[src/rtl/time_clock_counter.sv]
// time_clock_counter: time-of-day counter fed by the 100 Hz divider output.
// The divided square wave is edge-detected into a one-cycle tick in the i_clk
// domain. Ticks advance a csec/sec/min/hour chain. Run/stop, clear and manual
// set are provided.
//
// Optional build macro: TIME_CLOCK_12H_EN selects a 12-hour clock (12,1..11 with
// a PM flag). When it is undefined the clock runs 0..HOURS_PER_DAY-1 and o_pm is 0.
//
// Ports:
//   i_clk        system clock (100 MHz)
//   i_reset      synchronous active-high reset
//   i_tick_clk   divided square wave; each rising edge is one tick
//   i_run        1 = count ticks, 0 = hold
//   i_clear      synchronous clear of all time fields
//   i_set_en     set mode, counting paused
//   i_set_sel    0 = sec, 1 = min, 2 = hour, 3 = none
//   i_set_inc    debounced button; each rising edge bumps the selected field
//   o_csec       centiseconds 0..TICK_HZ-1
//   o_sec        seconds 0..59
//   o_min        minutes 0..59
//   o_hour       hours
//   o_pm         PM flag (12h build only)
//   o_sec_pulse  one-cycle pulse on each counted seconds advance
module time_clock_counter #(
   parameter int unsigned TICK_HZ       = 100,
   parameter int unsigned HOURS_PER_DAY = 24
) (
   input  logic       i_clk,
   input  logic       i_reset,
   input  logic       i_tick_clk,
   input  logic       i_run,
   input  logic       i_clear,
   input  logic       i_set_en,
   input  logic [1:0] i_set_sel,
   input  logic       i_set_inc,
   output logic [6:0] o_csec,
   output logic [5:0] o_sec,
   output logic [5:0] o_min,
   output logic [4:0] o_hour,
   output logic       o_pm,
   output logic       o_sec_pulse
);

   localparam logic [6:0] CsecMax = 7'(TICK_HZ - 1);
`ifdef TIME_CLOCK_12H_EN
   localparam logic [4:0] HourRst = 5'd12;
`else
   localparam logic [4:0] HourMax = 5'(HOURS_PER_DAY - 1);
   localparam logic [4:0] HourRst = 5'd0;
`endif

   logic       tick_s1_q, tick_s2_q;
   logic       inc_s1_q, inc_s2_q;
   logic [6:0] csec_q, csec_d;
   logic [5:0] sec_q, sec_d;
   logic [5:0] min_q, min_d;
   logic [4:0] hour_q, hour_d;
   logic       pm_q, pm_d;
   logic       sec_pulse_q, sec_pulse_d;

   logic       tick, inc, cnt;
   logic [4:0] hour_inc;
   logic       pm_inc;

   assign tick = tick_s1_q & ~tick_s2_q;
   assign inc  = inc_s1_q & ~inc_s2_q;
   assign cnt  = tick & i_run & ~i_set_en;

   // Next hour value, shared by counting carry and set-mode increment.
   always_comb begin
      hour_inc = hour_q + 5'd1;
      pm_inc   = pm_q;
`ifdef TIME_CLOCK_12H_EN
      if (hour_q == 5'd12) begin
         hour_inc = 5'd1;
      end else if (hour_q == 5'd11) begin
         hour_inc = 5'd12;
         pm_inc   = ~pm_q;
      end
`else
      if (hour_q == HourMax) begin
         hour_inc = 5'd0;
      end
`endif
   end

   always_comb begin
      csec_d      = csec_q;
      sec_d       = sec_q;
      min_d       = min_q;
      hour_d      = hour_q;
      pm_d        = pm_q;
      sec_pulse_d = 1'b0;
      if (i_clear) begin
         csec_d = '0;
         sec_d  = '0;
         min_d  = '0;
         hour_d = HourRst;
         pm_d   = 1'b0;
      end else if (i_set_en && inc) begin
         // Set-mode bumps wrap within the field and never carry.
         case (i_set_sel)
            2'd0: begin
               sec_d  = (sec_q == 6'd59) ? 6'd0 : sec_q + 6'd1;
               csec_d = '0;
            end
            2'd1: min_d = (min_q == 6'd59) ? 6'd0 : min_q + 6'd1;
            2'd2: begin
               hour_d = hour_inc;
               pm_d   = pm_inc;
            end
            default: ;
         endcase
      end else if (cnt) begin
         if (csec_q == CsecMax) begin
            csec_d      = '0;
            sec_pulse_d = 1'b1;
            if (sec_q == 6'd59) begin
               sec_d = '0;
               if (min_q == 6'd59) begin
                  min_d  = '0;
                  hour_d = hour_inc;
                  pm_d   = pm_inc;
               end else begin
                  min_d = min_q + 6'd1;
               end
            end else begin
               sec_d = sec_q + 6'd1;
            end
         end else begin
            csec_d = csec_q + 7'd1;
         end
      end
   end

   always_ff @(posedge i_clk) begin
      if (i_reset) begin
         tick_s1_q   <= 1'b0;
         tick_s2_q   <= 1'b0;
         inc_s1_q    <= 1'b0;
         inc_s2_q    <= 1'b0;
         csec_q      <= '0;
         sec_q       <= '0;
         min_q       <= '0;
         hour_q      <= HourRst;
         pm_q        <= 1'b0;
         sec_pulse_q <= 1'b0;
      end else begin
         // Edge detectors keep running through a clear.
         tick_s1_q   <= i_tick_clk;
         tick_s2_q   <= tick_s1_q;
         inc_s1_q    <= i_set_inc;
         inc_s2_q    <= inc_s1_q;
         csec_q      <= csec_d;
         sec_q       <= sec_d;
         min_q       <= min_d;
         hour_q      <= hour_d;
         pm_q        <= pm_d;
         sec_pulse_q <= sec_pulse_d;
      end
   end

   assign o_csec      = csec_q;
   assign o_sec       = sec_q;
   assign o_min       = min_q;
   assign o_hour      = hour_q;
   assign o_pm        = pm_q;
   assign o_sec_pulse = sec_pulse_q;

endmodule

[config.mk]
export PLATFORM = sky130hd
export DESIGN_NAME = time_clock_counter
export DESIGN_NICKNAME = d
export VERILOG_FILES = /design/src/rtl/time_clock_counter.sv
export SDC_FILE = /design/constraint.sdc
export NUM_CORES = 1
export LEC_CHECK = 0
export ABC_AREA = 1
export CAP_MARGIN = 20
export CORE_ASPECT_RATIO = 1.4
export CORE_MARGIN = 3
export CORE_UTILIZATION = 50
export DETAILED_ROUTE_END_ITERATION = 12
export GPL_TIMING_DRIVEN = 0
export MAX_ROUTING_LAYER = met4
export PLACE_DENSITY = 0.77
export RECOVER_POWER = 25
export SKIP_LAST_GASP = 1
export SLEW_MARGIN = 15
export SYNTH_ARGS = -nofsm -noshare
export SYNTH_HDL_FRONTEND = slang
export SYNTH_SLANG_ARGS = --single-unit
export TNS_END_PERCENT = 100
[constraint.sdc]
create_clock -name i_clk -period 1.65 [get_ports i_clk]
set_input_delay 0.2475 -clock i_clk [delete_from_list [all_inputs] [get_ports i_clk]]
set_output_delay 0.2475 -clock i_clk [all_outputs]
set_load 0.01 [all_outputs]
==> results of run 1 <==
-- path summary, 6_finish.rpt --
check                                from  cells past startpoint  slack [ns]         to
worst min-delay path            tick_s1_q                      2        0.44  tick_s2_q
worst max register to register  o_csec[0]                      9        0.13   o_sec[4]
worst min register to register  tick_s1_q                      2        0.44  tick_s2_q
worst max-delay path             o_min[2]                      1        0.09   o_min[2]
-- per-stage QoR --
stage / setup WS [ns] / util (%) / hold WS, ns
6_report: 0.0909 / 70.5 / 0.441
5_1_grt: -0.0167 / 70.5 / 0.471
4_1_cts: 0.0631 / 69.9 / 0.443
3_5_place_dp: -0.207 / 67.0 / 0.435
3_3_place_gp: -0.210 / 67.0 / 0.432
2_1_floorplan: 0.214 / - / 0.319
-- metal layers --
metal / vias up / global-route usage (%) / wire length, microns
li1: 816 / - / -
met1: 694 / 21.4 / 1510
met2: 35 / 35.4 / 1680
met3: 8 / 5.73 / 151
met4: 0 / 10.5 / 89
met5: - / - / 0
-- synthesized netlist by cell type --
library cell                n  area, sq um
sky130_fd_sc_hd__clkinv_2   2         10.0
sky130_fd_sc_hd__nor4_1     1         6.26
sky130_fd_sc_hd__nor3_2     1         10.0
sky130_fd_sc_hd__nand2_1   45          169
sky130_fd_sc_hd__nand3b_1   1         7.51
sky130_fd_sc_hd__buf_2      1         5.00
sky130_fd_sc_hd__conb_1     1         3.75
sky130_fd_sc_hd__o21ai_0   10         50.1
sky130_fd_sc_hd__nor2_2     2         12.5
sky130_fd_sc_hd__nand3_2    1         10.0
sky130_fd_sc_hd__dfxtp_1   29          581
sky130_fd_sc_hd__xor2_1     1         8.76
sky130_fd_sc_hd__inv_1     24         90.1
sky130_fd_sc_hd__buf_4      1         7.51
sky130_fd_sc_hd__nor2_8     1         20.0
sky130_fd_sc_hd__nand2_4    4         45.0
sky130_fd_sc_hd__or2_1      1         6.26
sky130_fd_sc_hd__or2_0      1         6.26
sky130_fd_sc_hd__o21ai_2    1         8.76
sky130_fd_sc_hd__o21ai_4    1         16.3
sky130_fd_sc_hd__or2_2      1         6.26
sky130_fd_sc_hd__nor2_4     2         22.5
sky130_fd_sc_hd__nand4_1    2         12.5
sky130_fd_sc_hd__o21ai_1    3         15.0
sky130_fd_sc_hd__a21oi_1   19         95.1
sky130_fd_sc_hd__nor2_1    38          143
sky130_fd_sc_hd__ha_1       4         50.1
sky130_fd_sc_hd__xnor2_1    3         26.3
sky130_fd_sc_hd__nand2_2    4         25.0
sky130_fd_sc_hd__nand3_1   24          120
sky130_fd_sc_hd__buf_6      1         11.3
sky130_fd_sc_hd__inv_4      1         6.26
sky130_fd_sc_hd__clkinv_1   1         3.75
-- cell type report --
| type | count | area (sq um) |
|---|---|---|
| Clock buffer | 7 | 86.3 |
| Tap cell | 37 | 46.3 |
| Buffer | 3 | 23.8 |
| Timing Repair Buffer | 33 | 330 |
| Multi-Input combinational cell | 172 | 908 |
| Sequential cell | 29 | 583 |
| Fill cell | 254 | 876 |
| Inverter | 28 | 110 |
-- logic make-up after synthesis --
kind of cell    share of synthesized area, %
compound gates                          11.5
xor+xnor                                2.18
fa+ha+maj                               3.11
buf+inv                                 8.31
flops                                   36.1
other cells                            0.233
simple gates                            38.6
-- state kept, by name, summed over array words and instances (netlist names) --
signal       cells
o_csec           7
o_min            6
o_sec            6
o_hour           5
inc_s1_q         1
inc_s2_q         1
o_sec_pulse      1
tick_s1_q        1
tick_s2_q        1
-- power by group --
group | leakage (nW) | total [mW] | internal (mW) | switching (mW)
sequential | 0.235 | 0.712 | 0.706 | 0.00542
clock | 0.0443 | 0.576 | 0.330 | 0.246
combinational | 0.519 | 0.0962 | 0.0398 | 0.0564
-- cells in the final DEF (no fill, tap or decap), types with 2 or more instances in the layout --
cell type,instances
sky130_fd_sc_hd__nand2_2,4
sky130_fd_sc_hd__o21ai_0,10
sky130_fd_sc_hd__ha_1,2
sky130_fd_sc_hd__dlygate4sd3_1,5
sky130_fd_sc_hd__nand4_1,2
sky130_fd_sc_hd__ha_2,2
sky130_fd_sc_hd__nor2_4,2
sky130_fd_sc_hd__nand3_1,24
sky130_fd_sc_hd__dfxtp_2,2
sky130_fd_sc_hd__clkdlybuf4s50_1,28
sky130_fd_sc_hd__o21ai_1,3
sky130_fd_sc_hd__nor2_1,38
sky130_fd_sc_hd__nor2_2,2
sky130_fd_sc_hd__a21oi_1,19
sky130_fd_sc_hd__clkbuf_8,6
sky130_fd_sc_hd__nand2_1,44
sky130_fd_sc_hd__dfxtp_1,27
sky130_fd_sc_hd__clkinv_2,2
sky130_fd_sc_hd__inv_1,24
sky130_fd_sc_hd__xnor2_1,3
sky130_fd_sc_hd__nand2_4,5
-- repair_timing --
action,4_1_cts,5_1_grt
endpoints found under the hold margin,0,0
gates resized for setup,0,8
endpoints found under the setup margin,0,18
==> results.md, run 1 <==
- The number of distinct library cells after synthesis is 33.
- The run finished with clean final reports.
- The standard cell with the maximum stage delay on the critical path is sky130_fd_sc_hd__clkdlybuf4s50_1.
- The average instance in the mapped netlist occupies 6.94 sq um.
- The number of cells in the finished layout apart from fillers is 309.
- The via count of the routed design is 1,553.
- The number of buffers and inverters on the critical path is 1.
- Data on the critical path is required at its endpoint by 1.40 ns.
- The final HPWL from detailed placement is 2.57 mm.
- The count of TritonRoute iterations in the first routing pass is 4.
- The total power of the final layout is 1.38 mW.
- The clock net sink count is 29.
- The worst clock skew is 0.00553 ns.
- The layout-stage area growth over the synthesis result is 29.7%.
- Entering global routing, the biggest net connects 11 pins.
- The floorplan die height is 73.1 microns.
- The number of clock buffers added by TritonCTS is 5.
- The worst setup path is launched from a register.
- The first routing iteration left 17 violations.
- Setup violations remaining at the end of the flow were counted as 0.
- Dividing the detail-routed via count by the number of cells gives 5.03.
- The worst path needs 1.56 ns of the cycle, external delays included.
- After detailed routing, the number of remaining DRC violations is 0.
- The die area is 3950 sq um.
- The number of placement rows is 23.
- The endpoint kind of the worst setup timing path is an output port.
- The mapped netlist covers 1610 sq um.
- The number of buffers inserted to repair setup after CTS is 0.
- The largest vdd supply drop is 0.659 mV.
- The worst-case clock buffer depth is 2.
- The number of pins with negative max-slew slack in the final report is 0.
- The number of antenna diodes in the final layout is 0.
- During synthesis, Yosys emitted a total of 0 warnings.
- The arrival time of the worst setup path is 1.31 ns.
- Among cell families on the critical path, the largest total delay comes from buffers and inverters.
- The initial antenna violation count came to 0.
- The number of hold violations in the final report is 0.
- The largest fanout on the critical path is 7.
- After detailed placement, the total cell area comes to 1990 sq um.
- Measured along the x axis, the die boundary spans 54.0 microns.
- The CTS tree is yes.
- The post-synthesis net count is 245.
- The largest single stage delay on the critical path is 0.59 ns.
- The total core area is 2960 sq um.
- In this run the tool buffered the top-level ports with 33 buffer cells.
- The detail route stage leaves a number of antenna-violating nets equal to 0.
- The number of flip-flops and latches in the synthesized netlist is 29.
- Static timing analysis puts the maximum clock frequency at 0.641 GHz.
- For this run the aggregate overflow at the end of global routing stands at 0.
- Synthesis produced 232 cells.
- Of the cells placed in the final design, the portion with a size suffix greater than 1 is 13.2%.
- The via count of the first global-routing pass is 1,458.
- The global-route usage over all layers is 21.0%.
- The wire length of the first global-routing pass is 6.02 mm.
- The sequential share of the synthesized area is 36.1%.
- The final setup TNS is 0 ns.
- Setup repair after global routing could not meet its margin everywhere.
- Summing all non-filler instances in the final layout gives an area of 2090 sq um.
- The later pin in the worst-skew pair is clocked with a latency of 0.28 ns.
- Walking the worst path, the cells encountered are clkdlybuf4s50_1.
- The per-cell routed wire length is 11.1 microns.
- The kind of critical path is register to output port.
- The top-level port count is 35.
- The leakage power total is 0.799 nW.
- Clock-pin slew was measured on the worst setup and hold paths at 0.06 ns.
- The tree is rooted in a sky130_fd_sc_hd__clkbuf_8.
- The starting utilization of the core area is 54.3%.
- Max-cap violations in this run came to 0.
- At the end of routability-driven placement, the weighted congestion stood at 0.782.
- The post-cts hold buffer count is 0.
- The final cycle utilization of the critical path is 94.5%.
- The final layout contains 285 nets.
- The deepest level of the CTS H-tree is 2.
- The total power density per cell area is 663 nW/um^2.
- The number of placed instances, taps included, is 302.
- In this run the worst hold path is classified as register to register.
- The total length of routed wires is 3.43 mm.
Power figures use the tool's default switching activity.
==> run 2: changes to the inputs <==
RECOVER_POWER = 100   (was 25)
==> run 2 against run 1 <==
Non-clock buffer count unchanged. First-iteration DRC count unchanged. Critical path depth unchanged. Sequential share of layout area about the same. Final cell count unchanged. Global-route usage unchanged. Clock skew about the same. Maximum frequency down 0.71%. Final area down 0.12%. Utilization down 0.084 points. Critical path type unchanged. Critical endpoint is now o_csec[2]. Largest cell class unchanged. Largest power group unchanged.
==> results.md, run 2 (synthesis gave the netlist of run 1 again) <==
- Traced cell by cell, the critical path runs through dlygate4sd3_1.
- The clock-pin slew on the worst setup and hold paths was 0.05 ns (about the same).
- The deepest level of the CTS H-tree is 2 (unchanged).
- The number of placement rows was 23 (unchanged).
- The leakage power total came to 0.856 nW (+7.1%).
- The detailed router's first-iteration violation count is 17 (unchanged).
- The top-level port count was 35 (unchanged).
- The number of nets with antenna violations after routing is 0 (unchanged).
- The worst setup path is of the register to output port kind.
- The combined area of the multi-input logic cells came to 906 sq um (-0.28%).
- The setup slack after layout is 0.0797 ns (-0.0112 ns).
- The required arrival time at the worst endpoint came to 1.40 ns (about the same).
- Setup repair after global routing could not meet its margin everywhere.
- The x dimension of the die is 54.0 microns (unchanged).
- The total stage count of the critical path is 1 (unchanged).
- The worst clock skew is 0.00548 ns (-0.0000497 ns).
- The total global routing overflow is 0 (unchanged).
- The worst hold slack across all endpoints is 0.434 ns (-0.00663 ns).
- The post-placement worst setup slack is -0.207 ns (unchanged).
- The number of max-cap violations is 0 (unchanged).
- The pin count of the biggest net entering global routing is 11 (unchanged).
- The final cycle utilization of the critical path came to 95.2% (+0.68 points).
- The via count of the routed design is 1,554 (+0.064%).
- The per-cell routed wire length was 11.1 microns (-0.12%).
- The origin of the critical flop-to-flop path is o_min[1].
- The net switching power is 0.308 mW (-0.16%).
- The hold path endpoint is inc_s2_q.
- The post-layout utilization of the core is 70.4% (-0.084 points).
- The die area is 3950 sq um (unchanged).
- The count of TritonRoute iterations in the first routing pass is 4 (unchanged).
- The minimum period implied by the final worst setup slack is 1.57 ns (+0.0112 ns).
- The clock net sink count is 29 (unchanged).
- The clock tree root buffer cell is sky130_fd_sc_hd__clkbuf_8.
- STA classifies the critical path endpoint as an output port.
- The arrival time of the worst setup path is 1.32 ns (about the same).
- The worst-case clock buffer depth came to 2 (unchanged).
- The run finished with clean final reports.
- The number of inserted filler cells in the final layout is 255 (+0.39%).
- The register area came to 583 sq um (unchanged).
- The worst setup path is launched from a register.
- The largest fanout on the critical path is 6 (-1).
- The floorplan die height was 73.1 microns (unchanged).
- The proportion of layout cells with a drive suffix above 1 is 12.9% (-0.37 points).
- The number of pins with negative max-slew slack in the final report is 0 (unchanged).
- In the layout the commonest cells are 45 x sky130_fd_sc_hd__nand2_1, 38 x sky130_fd_sc_hd__nor2_1, 27 x sky130_fd_sc_hd__dfxtp_1, 24 x sky130_fd_sc_hd__inv_1, 24 x sky130_fd_sc_hd__nand3_1.
- The total length of routed wires was 3.43 mm (-0.12%).
- The final layout net count was 285 (unchanged).
- The starting utilization of the core area is 54.3% (unchanged).
- The wire length of the first global-routing pass is 6.02 mm (unchanged).
- The total power density per cell area came to 663 nW/um^2 (about the same).
- The clock network fraction of design power is 41.7% (about the same).
- The largest vdd supply drop came to 0.659 mV (about the same).
- The total power of the final layout was 1.38 mW (about the same).
- The number of hold violations in the final report is 0 (unchanged).
- The via count of the first global-routing pass is 1,458 (unchanged).
- The total core area came to 2960 sq um (unchanged).
- The register share of total power is 51.4% (about the same).
- The capture instance of the worst register-to-register path is o_hour[2].
- The achievable frequency is 0.637 GHz (-0.71%).
- The internal power contribution is 1.08 mW (about the same).
- The number of inserted diodes came to 0 (unchanged).
- The insertion delay to the later sink of the worst-skew pair is 0.28 ns (about the same).
- The summed area of non-filler cells in the final layout was 2090 sq um (-0.12%).
- The initial antenna violation count was 0 (unchanged).
- The worst path buffer plus inverter count was 1 (unchanged).
- The min-delay analysis places its worst path in the category register to register.
- From synthesis to final layout, the design area changed by 29.5%.
- The library cell used most frequently in the layout, excluding fill and tap cells, is sky130_fd_sc_hd__nand2_1.
- The post-cts hold buffer count came to 0 (unchanged).
- The proportion of total power due to net switching is 22.2% (about the same).
- The CTS tree is yes.
- In this run the most critical hold path is launched from inc_s1_q.
- The standard cell with the maximum stage delay on the critical path is sky130_fd_sc_hd__dlygate4sd3_1.
- The reg2reg setup slack is 0.13 ns (about the same).
- The placed cell area was 1990 sq um (unchanged).
- The via-per-instance ratio is 5.03 (about the same).
- The final HPWL from detailed placement was 2.57 mm (unchanged).
- The number of DRC violations after detailed routing is 0 (unchanged).
- The global-route usage over all layers was 21.0% (unchanged).
- The number of buffer cells added on primary ports is 33 (unchanged).
- The total clock buffers created by CTS was 5 (unchanged).
- The share of total power in combinational logic is 6.9% (about the same).
- The flip-flop count of the largest register, all copies and words added is 7 (unchanged).
- The delay of the slowest cell on the worst path came to 0.63 ns (+0.04 ns).
- The global placer's final weighted congestion is 0.782 (unchanged).
- The count of cells along the worst register-to-register path is 7 (-2).
- The cell family contributing the most delay on the critical path is buffers and inverters.
- The worst hold path cell count is 2 (unchanged).
- The total of endpoints with negative setup slack in the final report is 0 (unchanged).
run 2: worst max path at each step:
stage                   start   endpoint  slack, ns
detailed placement    i_reset  o_csec[5]      -0.21
global placement      i_reset  o_csec[5]      -0.21
global route         o_min[1]  o_hour[2]      -0.02
CTS                  o_min[0]  o_hour[2]       0.06
finish              o_csec[2]  o_csec[2]       0.08
floorplan            o_min[0]  o_hour[3]       0.21
run 2: cell type report:
| type | instances | share of cell area, % |
|---|---|---|
| multi-input combinational | 172 | 43.4 |
| inverter | 28 | 5.28 |
| tap | 37 | 2.22 |
| clock buffer | 7 | 4.14 |
| timing repair buffer | 33 | 15.8 |
| buffer | 3 | 1.14 |
| sequential | 29 | 28.0 |
run 2: layer usage:
layer / wire [microns] / GRT usage (%) / up-vias / part of all wire (%)
met5: 0 / - / - / 0
met4: 89 / 10.5 / 0 / 2.6
met3: 151 / 5.73 / 8 / 4.4
met2: 1680 / 35.4 / 35 / 49
met1: 1510 / 21.4 / 695 / 44
li1: - / - / 816 / -
run 2: power groups by stage:
stage                     Combinational [mW]  Clock, mW  Sequential, mW
after global routing                   0.107      0.622           0.712
after global placement                0.0957          0           0.727
final                                 0.0953      0.576           0.711
after floorplan                       0.0577          0           0.727
after detailed placement              0.0970          0           0.727
after CTS                             0.0972      0.593           0.712
run 2: repair_timing:
item,4_1_cts,5_1_grt
gates resized for setup,0,8
setup buffers,0,0
setup endpoints to repair,0,18
run 2: per-stage QoR:
step	instances	TNS, ns
floorplan	232	0
global placement	302	-1.46
detailed placement	302	-1.64
CTS	309	0
global route	309	-0.0284
finish	309	0
